File: src/rtl/core_store_unit.sv
// Store issue unit: latches a store, drives word address, byte enables and lane-shifted data on the data bus.
// Optional STORE_MISALIGNED_EN splits misaligned SH/SW into two word accesses; otherwise they are rejected.
//   state | meaning
//   IDLE  | ready for a new store
//   REQ1  | first (or only) access requested, waiting for grant
//   WAIT1 | first access granted, waiting for write acknowledge
//   REQ2  | second access of a split store requested
//   WAIT2 | second access granted, waiting for write acknowledge
module core_store_unit #(
    parameter int DATA_WIDTH = 32
) (
    input  logic                  clk,
    input  logic                  rstn,
    input  logic                  st_valid_i,
    input  logic [2:0]            st_op_i,
    input  logic [DATA_WIDTH-1:0] st_addr_i,
    input  logic [DATA_WIDTH-1:0] st_wdata_i,
    output logic                  st_ready_o,
    output logic                  st_done_o,
    output logic                  st_err_o,
    output logic                  data_req_o,
    input  logic                  data_gnt_i,
    input  logic                  data_rvalid_i,
    output logic                  data_we_o,
    output logic [3:0]            data_be_o,
    output logic [DATA_WIDTH-1:0] data_addr_o,
    output logic [DATA_WIDTH-1:0] data_wdata_o
);

    localparam logic [2:0] STORE_SB = 3'b000;
    localparam logic [2:0] STORE_SH = 3'b001;
    localparam logic [2:0] STORE_SW = 3'b010;

    typedef enum logic [2:0] {
        IDLE  = 3'd0,
        REQ1  = 3'd1,
        WAIT1 = 3'd2,
        REQ2  = 3'd3,
        WAIT2 = 3'd4
    } state_e;

    state_e                  state_q, state_d;
    logic                    data_req_q, data_req_d;
    logic [DATA_WIDTH-1:0]   data_addr_q, data_addr_d;
    logic [3:0]              data_be_q, data_be_d;
    logic [DATA_WIDTH-1:0]   data_wdata_q, data_wdata_d;
    logic                    st_done_q, st_done_d;
    logic                    st_err_q, st_err_d;

    logic                    accept;
    logic                    op_legal;
    logic                    misaligned;
    logic                    reject;
    logic [1:0]              off;
    logic [3:0]              base_mask;
    logic [3:0]              be_lo;
    logic [DATA_WIDTH-1:0]   wdata_lo;

`ifdef STORE_MISALIGNED_EN
    logic                    split_q, split_d;
    logic [3:0]              be_hi_q, be_hi_d;
    logic [DATA_WIDTH-1:0]   wdata_hi_q, wdata_hi_d;
    logic [3:0]              be_hi;
    logic [DATA_WIDTH-1:0]   wdata_hi;
`endif

    always_comb begin
        off       = st_addr_i[1:0];
        op_legal  = 1'b1;
        base_mask = 4'b0000;
        case (st_op_i)
            STORE_SB: base_mask = 4'b0001;
            STORE_SH: base_mask = 4'b0011;
            STORE_SW: base_mask = 4'b1111;
            default:  op_legal  = 1'b0;
        endcase
        misaligned = ((st_op_i == STORE_SH) && (off == 2'd3)) ||
                     ((st_op_i == STORE_SW) && (off != 2'd0));
        be_lo    = base_mask << off;
        wdata_lo = st_wdata_i << {off, 3'b000};
`ifdef STORE_MISALIGNED_EN
        be_hi    = base_mask >> (3'd4 - {1'b0, off});
        wdata_hi = st_wdata_i >> (6'd32 - {1'b0, off, 3'b000});
        reject   = !op_legal;
`else
        reject   = !op_legal || misaligned;
`endif
        accept = st_valid_i && (state_q == IDLE);
    end

    always_comb begin
        state_d      = state_q;
        data_req_d   = data_req_q;
        data_addr_d  = data_addr_q;
        data_be_d    = data_be_q;
        data_wdata_d = data_wdata_q;
        st_done_d    = 1'b0;
        st_err_d     = 1'b0;
`ifdef STORE_MISALIGNED_EN
        split_d      = split_q;
        be_hi_d      = be_hi_q;
        wdata_hi_d   = wdata_hi_q;
`endif
        case (state_q)
            IDLE: begin
                if (accept) begin
                    if (reject) begin
                        st_err_d = 1'b1;
                    end else begin
                        state_d      = REQ1;
                        data_req_d   = 1'b1;
                        data_addr_d  = {st_addr_i[DATA_WIDTH-1:2], 2'b00};
                        data_be_d    = be_lo;
                        data_wdata_d = wdata_lo;
`ifdef STORE_MISALIGNED_EN
                        split_d      = misaligned;
                        be_hi_d      = be_hi;
                        wdata_hi_d   = wdata_hi;
`endif
                    end
                end
            end
            REQ1: begin
                if (data_gnt_i) begin
                    state_d    = WAIT1;
                    data_req_d = 1'b0;
                end
            end
            WAIT1: begin
                if (data_rvalid_i) begin
`ifdef STORE_MISALIGNED_EN
                    if (split_q) begin
                        // Address register still holds the first word; +4 wraps naturally.
                        state_d      = REQ2;
                        data_req_d   = 1'b1;
                        data_addr_d  = data_addr_q + 32'd4;
                        data_be_d    = be_hi_q;
                        data_wdata_d = wdata_hi_q;
                    end else begin
                        state_d   = IDLE;
                        st_done_d = 1'b1;
                    end
`else
                    state_d   = IDLE;
                    st_done_d = 1'b1;
`endif
                end
            end
`ifdef STORE_MISALIGNED_EN
            REQ2: begin
                if (data_gnt_i) begin
                    state_d    = WAIT2;
                    data_req_d = 1'b0;
                end
            end
            WAIT2: begin
                if (data_rvalid_i) begin
                    state_d   = IDLE;
                    st_done_d = 1'b1;
                end
            end
`endif
            default: state_d = IDLE;
        endcase
    end

    always_ff @(posedge clk) begin
        if (!rstn) begin
            state_q      <= IDLE;
            data_req_q   <= 1'b0;
            data_addr_q  <= '0;
            data_be_q    <= 4'b0000;
            data_wdata_q <= '0;
            st_done_q    <= 1'b0;
            st_err_q     <= 1'b0;
`ifdef STORE_MISALIGNED_EN
            split_q      <= 1'b0;
            be_hi_q      <= 4'b0000;
            wdata_hi_q   <= '0;
`endif
        end else begin
            state_q      <= state_d;
            data_req_q   <= data_req_d;
            data_addr_q  <= data_addr_d;
            data_be_q    <= data_be_d;
            data_wdata_q <= data_wdata_d;
            st_done_q    <= st_done_d;
            st_err_q     <= st_err_d;
`ifdef STORE_MISALIGNED_EN
            split_q      <= split_d;
            be_hi_q      <= be_hi_d;
            wdata_hi_q   <= wdata_hi_d;
`endif
        end
    end

    assign st_ready_o   = (state_q == IDLE);
    assign st_done_o    = st_done_q;
    assign st_err_o     = st_err_q;
    assign data_req_o   = data_req_q;
    assign data_we_o    = data_req_q;
    assign data_be_o    = data_be_q;
    assign data_addr_o  = data_addr_q;
    assign data_wdata_o = data_wdata_q;

endmodule
File: config.mk
export PLATFORM = sky130hd
export DESIGN_NAME = core_store_unit
export DESIGN_NICKNAME = d
export VERILOG_FILES = /design/src/rtl/core_store_unit.sv
export SDC_FILE = /design/constraint.sdc
export NUM_CORES = 1
export LEC_CHECK = 0
export ABC_AREA = 1
export BUFFER_PORTS_ARGS = -buffer_cell sky130_fd_sc_hd__buf_4
export CAP_MARGIN = 20
export CORE_UTILIZATION = 52
export DETAILED_ROUTE_END_ITERATION = 12
export PLACE_DENSITY = 0.95
export RECOVER_POWER = 50
export SLEW_MARGIN = 20
export SYNTH_ARGS = -nofsm -noshare
export SYNTH_HDL_FRONTEND = slang
export SYNTH_SLANG_ARGS = --single-unit
export TNS_END_PERCENT = 50
File: constraint.sdc
create_clock -name clk -period 2.4 [get_ports clk]
set_input_delay 0.24 -clock clk [delete_from_list [all_inputs] [get_ports clk]]
set_output_delay 0.24 -clock clk [all_outputs]
set_load 0.03 [all_outputs]
==> out/qor.csv, run 1 <==
stage,metric,value,unit
place,dpl cell area,4460,µm²
global_route,Congestion Overflow GR,0,
clock_tree,CTS Buffer Depth,2,
sta,# setup viols final,0,
logic_synthesis,"EDFF count, synth",0,
logic_synthesis,Async SR Flop Fraction,0,
die,Starting Density,0.538,
critical_path,startpoint types,register,
detailed_routing,Vias,3829,
sta,Max Clk Rate,632,MHz
pwr,P_int,1.90,mW
detailed_routing,DR WL/cell,13.9,µm
clock_tree,CTS tree,done,
detailed_routing,Final ANT Viol Nets,0,
die,core box area,6350,µm²
outcome,status,"finished, final reports clean",
logic_synthesis,synth top area cells,"dfxtp_1, nand2_1, nand4_1",
sta,RSZ-0062 raised after global routing,no,
place,detailed placement HPWL,6980,µm
sta,ratio of final minimum period to clock period,0.660,
global_route,largest net degree at the start of global routing,45,
clock_tree,CTS H-tree depth,3,
sta,Tightest Pin Transition,0.855,ns
job,max cap viols,0,
pwr,total leakage power,1.96,nW
logic_synthesis,Mapped Avg Cell Area,6.57,µm²
clock_tree,CTS sink cnt,71,
sta,Final Hold Viols,0,
logic_synthesis,Synth Area in Compound Gates,0.121,
die,Die ar.,6890,µm²
logic_synthesis,sequential share of the synthesized area,0.416,
die,num ports,145,
pwr,switching share of power,0.311,
place,RePlAce Congestion,0.882,
clock_tree,"Clk Latency, worst-skew pair",0.33,ns
logic_synthesis,Yosys cell types,24,
detailed_routing,Residual DRC,0,
clock_tree,Root Driver,clkbuf_8,
pwr,Psw,860,µW
clock_tree,CTS Buf Count,9,
global_route,first-pass GRT wire length,16000,µm
cells_and_area,final instance area,4390,µm²
die,chip width,83.0,µm
detailed_routing,DRT iter0 DRCs,305,
logic_synthesis,Synth Cell Area,3410,µm²
sta,Final Skew,0.0101,ns
critical_path,Worst setup EP type,register,
logic_synthesis,main combinational cell family by area after synthesis,simple AND/OR/NAND/NOR gates,
logic_synthesis,synth cell count leaders,"nand2_1, dfxtp_1, nor2_1",
logic_synthesis,largest area contributor in the netlist,dfxtp_1,
critical_path,reg2reg start,state_q[0]$_SDFFE_PN0P_,
clock_tree,post-CTS setup buffer count,0,
pwr,Max rail drop VDD,0.485,mV
critical_path,"Cell Chain, Critical Path",inv_1 > nand2_1 > nor2_4 > nand3_4 > buf_4 > nand2_1 > a21oi_1,
clock_tree,PostCTS Resize Cnt,0,
logic_synthesis,Gate Count Post-Synth,520,
critical_path,r2r endpoint,data_addr_o[18]$_SDFFE_PN0P_,
pwr,clock share of power,0.336,
cells_and_area,synth-to-layout area growth,28.5,%
detailed_routing,WL final,10000,µm
critical_path,worst reg-to-reg setup slack,0.82,ns
critical_path,Most Frequent Cell on Critical Path,nand2_1,
cells_and_area,fraction of layout cells with a size suffix above 1,0.154,
logic_synthesis,post-synthesis simple-gate area fraction,0.351,
clock_tree,clock-pin transition on the worst setup and hold timing paths,0.08,ns
global_route,initial antenna violation count,0,
hold_path,Worst Hold Path Cells,4,
critical_path,type of the worst setup path,register to register,
global_route,vias in the first global route,3417,
global_route,gr usage total,0.284,
sta,relative slew slack,0.430,
hold_path,hold endpoint,state_q[0]$_SDFFE_PN0P_,
logic_synthesis,most frequent cell after synthesis,nand2_1,
logic_synthesis,warning count from the yosys run,0,
hold_path,min-delay src,data_gnt_i,
die,row count,29,
critical_path,worst stage delay on the critical path,0.35,ns
critical_path,Critical Path RT,2.59,ns
logic_synthesis,prevailing post-synth register cell,dfxtp_1,
logic_synthesis,multiplexer area fraction after synthesis,0,
logic_synthesis,"flops & latches, synth",71,
critical_path,worst reg2reg path depth,7,
sta,min Tclk post-route,1.58,ns
hold_path,worst hold path type,input port to register,
pwr,register share of total power,0.458,
clock_tree,# hold bufs at CTS,0,
logic_synthesis,Post-Synth XOR/XNOR Area,0,
pwr,combinational share of power,0.207,
pwr,PwrDens,630,nW/µm²
critical_path,Crit-path slowest cell,buf_4,
logic_synthesis,Synth Area in Adders,0,
sta,Max Slew Vio Count,0,
logic_synthesis,post-synth top area share,0.416,
critical_path,arrival time worst endpoint,1.78,ns
detailed_routing,drt pass-1 iters,5,
die,Die Span Y,83.0,µm
sta,Setup TNS,0,ns
cells_and_area,fin nets,711,
critical_path,worst-path maximum fanout,27,
detailed_routing,Via-to-Cell Ratio,5.31,
critical_path,worst path bufs/invs,2,
place,# port buffers,142,
critical_path,family with the most delay on the worst path,simple AND/OR/NAND/NOR gates,
cells_and_area,diode count,0,
## stage by stage
stage,hold WS (ns),utilization,power (mW),worst slack [ns],std cells
2_1_floorplan,0.365,-,1.66,1.12,521
3_3_place_gp,0.426,0.702,1.88,0.685,705
3_5_place_dp,0.437,0.702,1.90,0.571,705
4_1_cts,0.159,0.732,2.82,0.849,721
5_1_grt,0.172,0.691,2.90,0.670,721
6_report,0.170,0.691,2.76,0.817,721
## how the worst max path moves through the flow
stage	start	endpoint	slack [ns]	cells after the start
global route	state_q[0]$_SDFFE_PN0P_	data_addr_o[18]$_SDFFE_PN0P_	0.67	7
floorplan	state_q[1]$_SDFFE_PN0P_	data_be_o[2]$_SDFFE_PN0P_	1.12	7
finish	state_q[0]$_SDFFE_PN0P_	data_addr_o[18]$_SDFFE_PN0P_	0.82	7
CTS	state_q[1]$_SDFFE_PN0P_	data_addr_o[18]$_SDFFE_PN0P_	0.85	7
global placement	st_addr_i[0]	data_wdata_o[6]$_SDFFE_PN0P_	0.68	6
detailed placement	st_addr_i[0]	data_wdata_o[2]$_SDFFE_PN0P_	0.57	6
## per-layer routing
layer  global-route usage  vias to the layer above  share of wire
met1                0.358                     1750           0.40
met3               0.0408                       28          0.058
met5                    0                        -              0
met4                0.118                        0          0.028
li1                     -                     1899              -
met2                0.487                      152           0.51
## state kept, by name, summed over array words and instances, names as in the netlist
signal / count
state_q: 2
data_be_o: 4
st_done_o: 1
data_req_o: 1
data_wdata_o: 32
st_err_o: 1
data_addr_o: 30
## final cells by class
class | instances | area (µm²)
multi-input cells | 357 | 1630
clock buffers | 11 | 131
fillers | 588 | 1960
inverters | 51 | 191
repair buffers | 149 | 860
flip-flops and latches | 71 | 1420
clock inverters | 5 | 58.8
well taps | 77 | 96.3
## power groups by stage
stage / Sequential [mW] / Clock [mW] / Combinational [mW]
after floorplan: 1.40 / 0 / 0.266
after global placement: 1.29 / 0 / 0.595
after detailed placement: 1.29 / 0 / 0.612
after CTS: 1.27 / 0.941 / 0.613
after global routing: 1.27 / 1.00 / 0.622
final: 1.26 / 0.928 / 0.572
## placed cells by master, fill, tap and decap left out
master,netlist,layout
o21ai_0,12,12
nor2_1,62,62
inv_1,49,50
conb_1,1,2
o31ai_1,4,4
o21bai_1,3,3
nand3_1,13,13
clkbuf_8,0,9
clkbuf_1,21,71
a21oi_1,52,52
nor3_1,1,1
nand4_1,43,43
nand3_4,0,1
clkinv_2,0,1
clkinv_1,1,1
nand2_1,155,155
o211ai_1,4,4
nor2_4,1,2
bufinv_16,0,1
nand3_2,2,1
buf_4,3,80
clkinvlp_4,0,2
a21oi_2,1,1
dfxtp_1,71,71
nor4_1,1,1
clkinv_4,0,1
## worst reg2reg max path, cell delays in order (launching register included)
cell     delay [ns]
dfxtp_1        0.32
inv_1          0.08
nand2_1        0.10
nor2_4         0.14
nand3_4        0.28
buf_4          0.35
nand2_1        0.10
a21oi_1        0.07
## cells by family (layout without fill, tap and decap cells)
| logic type | after synthesis | in the layout |
|---|---|---|
| simple gates | 279 | 279 |
| compound gates | 76 | 76 |
| other cells | 1 | 2 |
| buf+inv | 93 | 216 |
| flops | 71 | 71 |
No activity file was read; power rests on OpenSTA's default activity.
==> run 2, diff against run 1 <==
--- a/config.mk
+++ b/config.mk
@@ -8,9 +8,9 @@
 export ABC_AREA = 1
 export BUFFER_PORTS_ARGS = -buffer_cell sky130_fd_sc_hd__buf_4
 export CAP_MARGIN = 20
-export CORE_UTILIZATION = 52
+export CORE_UTILIZATION = 48
 export DETAILED_ROUTE_END_ITERATION = 12
-export PLACE_DENSITY = 0.95
+export PLACE_DENSITY = 0.91
 export RECOVER_POWER = 50
 export SLEW_MARGIN = 20
 export SYNTH_ARGS = -nofsm -noshare
==> constraint.sdc (replaced) <==
create_clock -name clk -period 1.6 [get_ports clk]
set_input_delay 0.16 -clock clk [delete_from_list [all_inputs] [get_ports clk]]
set_output_delay 0.16 -clock clk [all_outputs]
set_load 0.03 [all_outputs]
==> run 2 against run 1 <==
  * Critical path depth decreased by 1
  * Final area rose by 3.4%
  * Clock power grew 70%
  * Hold slack got worse by 0.076 ns
  * Sequential power grew 51%
  * Routed wire length decreased by 0.13%
  * Non-clock buffer count is 8 higher
==> out/qor.csv, run 2 (synthesized netlist as in run 1, its figures left out) <==
stage,metric,value,unit
die,Die Span Y,86.3,µm
sta,Final Hold Viols,0,
die,num ports,145,
clock_tree,CTS H-tree depth,3,
global_route,vias in the first global route,3433,
critical_path,Critical Path RT,1.86,ns
die,chip width,86.3,µm
cells_and_area,max FFs per register,32,
die,Starting Density,0.500,
clock_tree,post-CTS setup buffer count,0,
sta,Final Worst Setup Slack,0.232,ns
critical_path,Worst setup EP type,register,
detailed_routing,Via-to-Cell Ratio,5.18,
detailed_routing,Residual DRC,0,
clock_tree,Root Driver,clkbuf_8,
hold_path,min-delay src,data_gnt_i,
sta,Max Clk Rate,731,MHz
detailed_routing,Vias,3872,
clock_tree,clock-pin transition on the worst setup and hold timing paths,0.08,ns
sta,RSZ-0062 raised after global routing,no,
hold_path,worst hold path type,input port to register,
die,Die ar.,7450,µm²
global_route,Congestion Overflow GR,0,
pwr,Max rail drop VDD,0.556,mV
clock_tree,PostCTS Resize Cnt,0,
place,# port buffers,142,
critical_path,worst-path maximum fanout,25,
global_route,initial antenna violation count,0,
place,pre-CTS setup slack,0.229,ns
die,row count,30,
sta,Setup TNS,0,ns
cells_and_area,diode count,0,
pwr,PwrDens,962,nW/µm²
critical_path,Critical path origin,state_q[0]$_SDFFE_PN0P_,
critical_path,type of the worst setup path,register to register,
sta,Final Skew,0.00995,ns
cells_and_area,"commonest non-fill, non-tap cell in the layout",nand2_1,
global_route,gr usage total,0.266,
global_route,largest net degree at the start of global routing,49,
detailed_routing,Final ANT Viol Nets,0,
critical_path,arrival time worst endpoint,1.63,ns
sta,min Tclk post-route,1.37,ns
clock_tree,CTS tree,done,
cells_and_area,most frequent cells in the layout,"nand2_1, buf_4, dfxtp_1, clkbuf_1, nor2_1",
outcome,status,"finished, final reports clean",
job,max cap viols,0,
detailed_routing,WL final,9990,µm
clock_tree,CTS Buf Count,9,
pwr,total leakage power,2.03,nW
sta,# setup viols final,0,
detailed_routing,DR WL/cell,13.4,µm
die,core box area,6830,µm²
cells_and_area,fillers,672,
clock_tree,CTS sink cnt,71,
place,RePlAce Congestion,0.893,
critical_path,reg2reg start,state_q[0]$_SDFFE_PN0P_,
clock_tree,"Clk Latency, worst-skew pair",0.33,ns
sta,ratio of final minimum period to clock period,0.855,
cells_and_area,fraction of layout cells with a size suffix above 1,0.166,
critical_path,startpoint types,register,
cells_and_area,fin nets,719,
clock_tree,CTS Buffer Depth,2,
detailed_routing,drt pass-1 iters,4,
clock_tree,# hold bufs at CTS,0,
place,detailed placement HPWL,7170,µm
sta,Max Slew Vio Count,0,
cells_and_area,synth-to-layout area growth,32.9,%
global_route,first-pass GRT wire length,15700,µm
detailed_routing,DRT iter0 DRCs,255,
[run 2: worst paths after layout]
kind	to	slack, ns	cells past startpoint
setup reg to reg	data_addr_o[14]$_SDFFE_PN0P_	0.23	6
hold / removal	state_q[0]$_SDFFE_PN0P_	0.09	4
setup / recovery	data_addr_o[14]$_SDFFE_PN0P_	0.23	6
hold reg to reg	st_done_o$_SDFF_PN0_	0.45	1
[run 2: worst max-delay path: stages (launching register included)]
cell,delay (ns)
dfxtp_1,0.32
inv_1,0.09
nand2_1,0.11
nor2_4,0.16
buf_4,0.29
nand4_1,0.13
a21oi_1,0.20
[run 2: power by group]
| part | internal, mW | switching (mW) |
|---|---|---|
| combinational | 0.309 | 0.576 |
| sequential | 1.85 | 0.0486 |
| clock | 0.915 | 0.668 |
[run 2: final cells by class]
type | instances | area [µm²] | area share
clock inverters | 5 | 81.3 | 0.0179
well taps | 96 | 120 | 0.0265
flip-flops and latches | 71 | 1420 | 0.313
repair buffers | 157 | 957 | 0.211
multi-input cells | 357 | 1630 | 0.359
clock buffers | 10 | 138 | 0.0303
inverters | 51 | 191 | 0.0422
[run 2: layer usage]
layer,vias to the layer above,track usage,wire length [µm]
li1,1923,-,-
met1,1790,0.336,4140
met2,135,0.454,5000
met3,24,0.0448,579
met4,0,0.108,269
met5,-,0,0
[run 2: per-stage QoR]
step | power [mW] | cells | util | hold WS, ns | cell area [µm²]
detailed placement | 2.88 | 732 | 0.670 | 0.444 | 4580
global placement | 2.86 | 732 | 0.670 | 0.427 | 4580
global route | 4.58 | 747 | 0.664 | 0.0910 | 4540
CTS | 4.46 | 747 | 0.702 | 0.0814 | 4800
floorplan | 2.49 | 521 | - | 0.285 | 3420
finish | 4.37 | 747 | 0.664 | 0.0937 | 4540
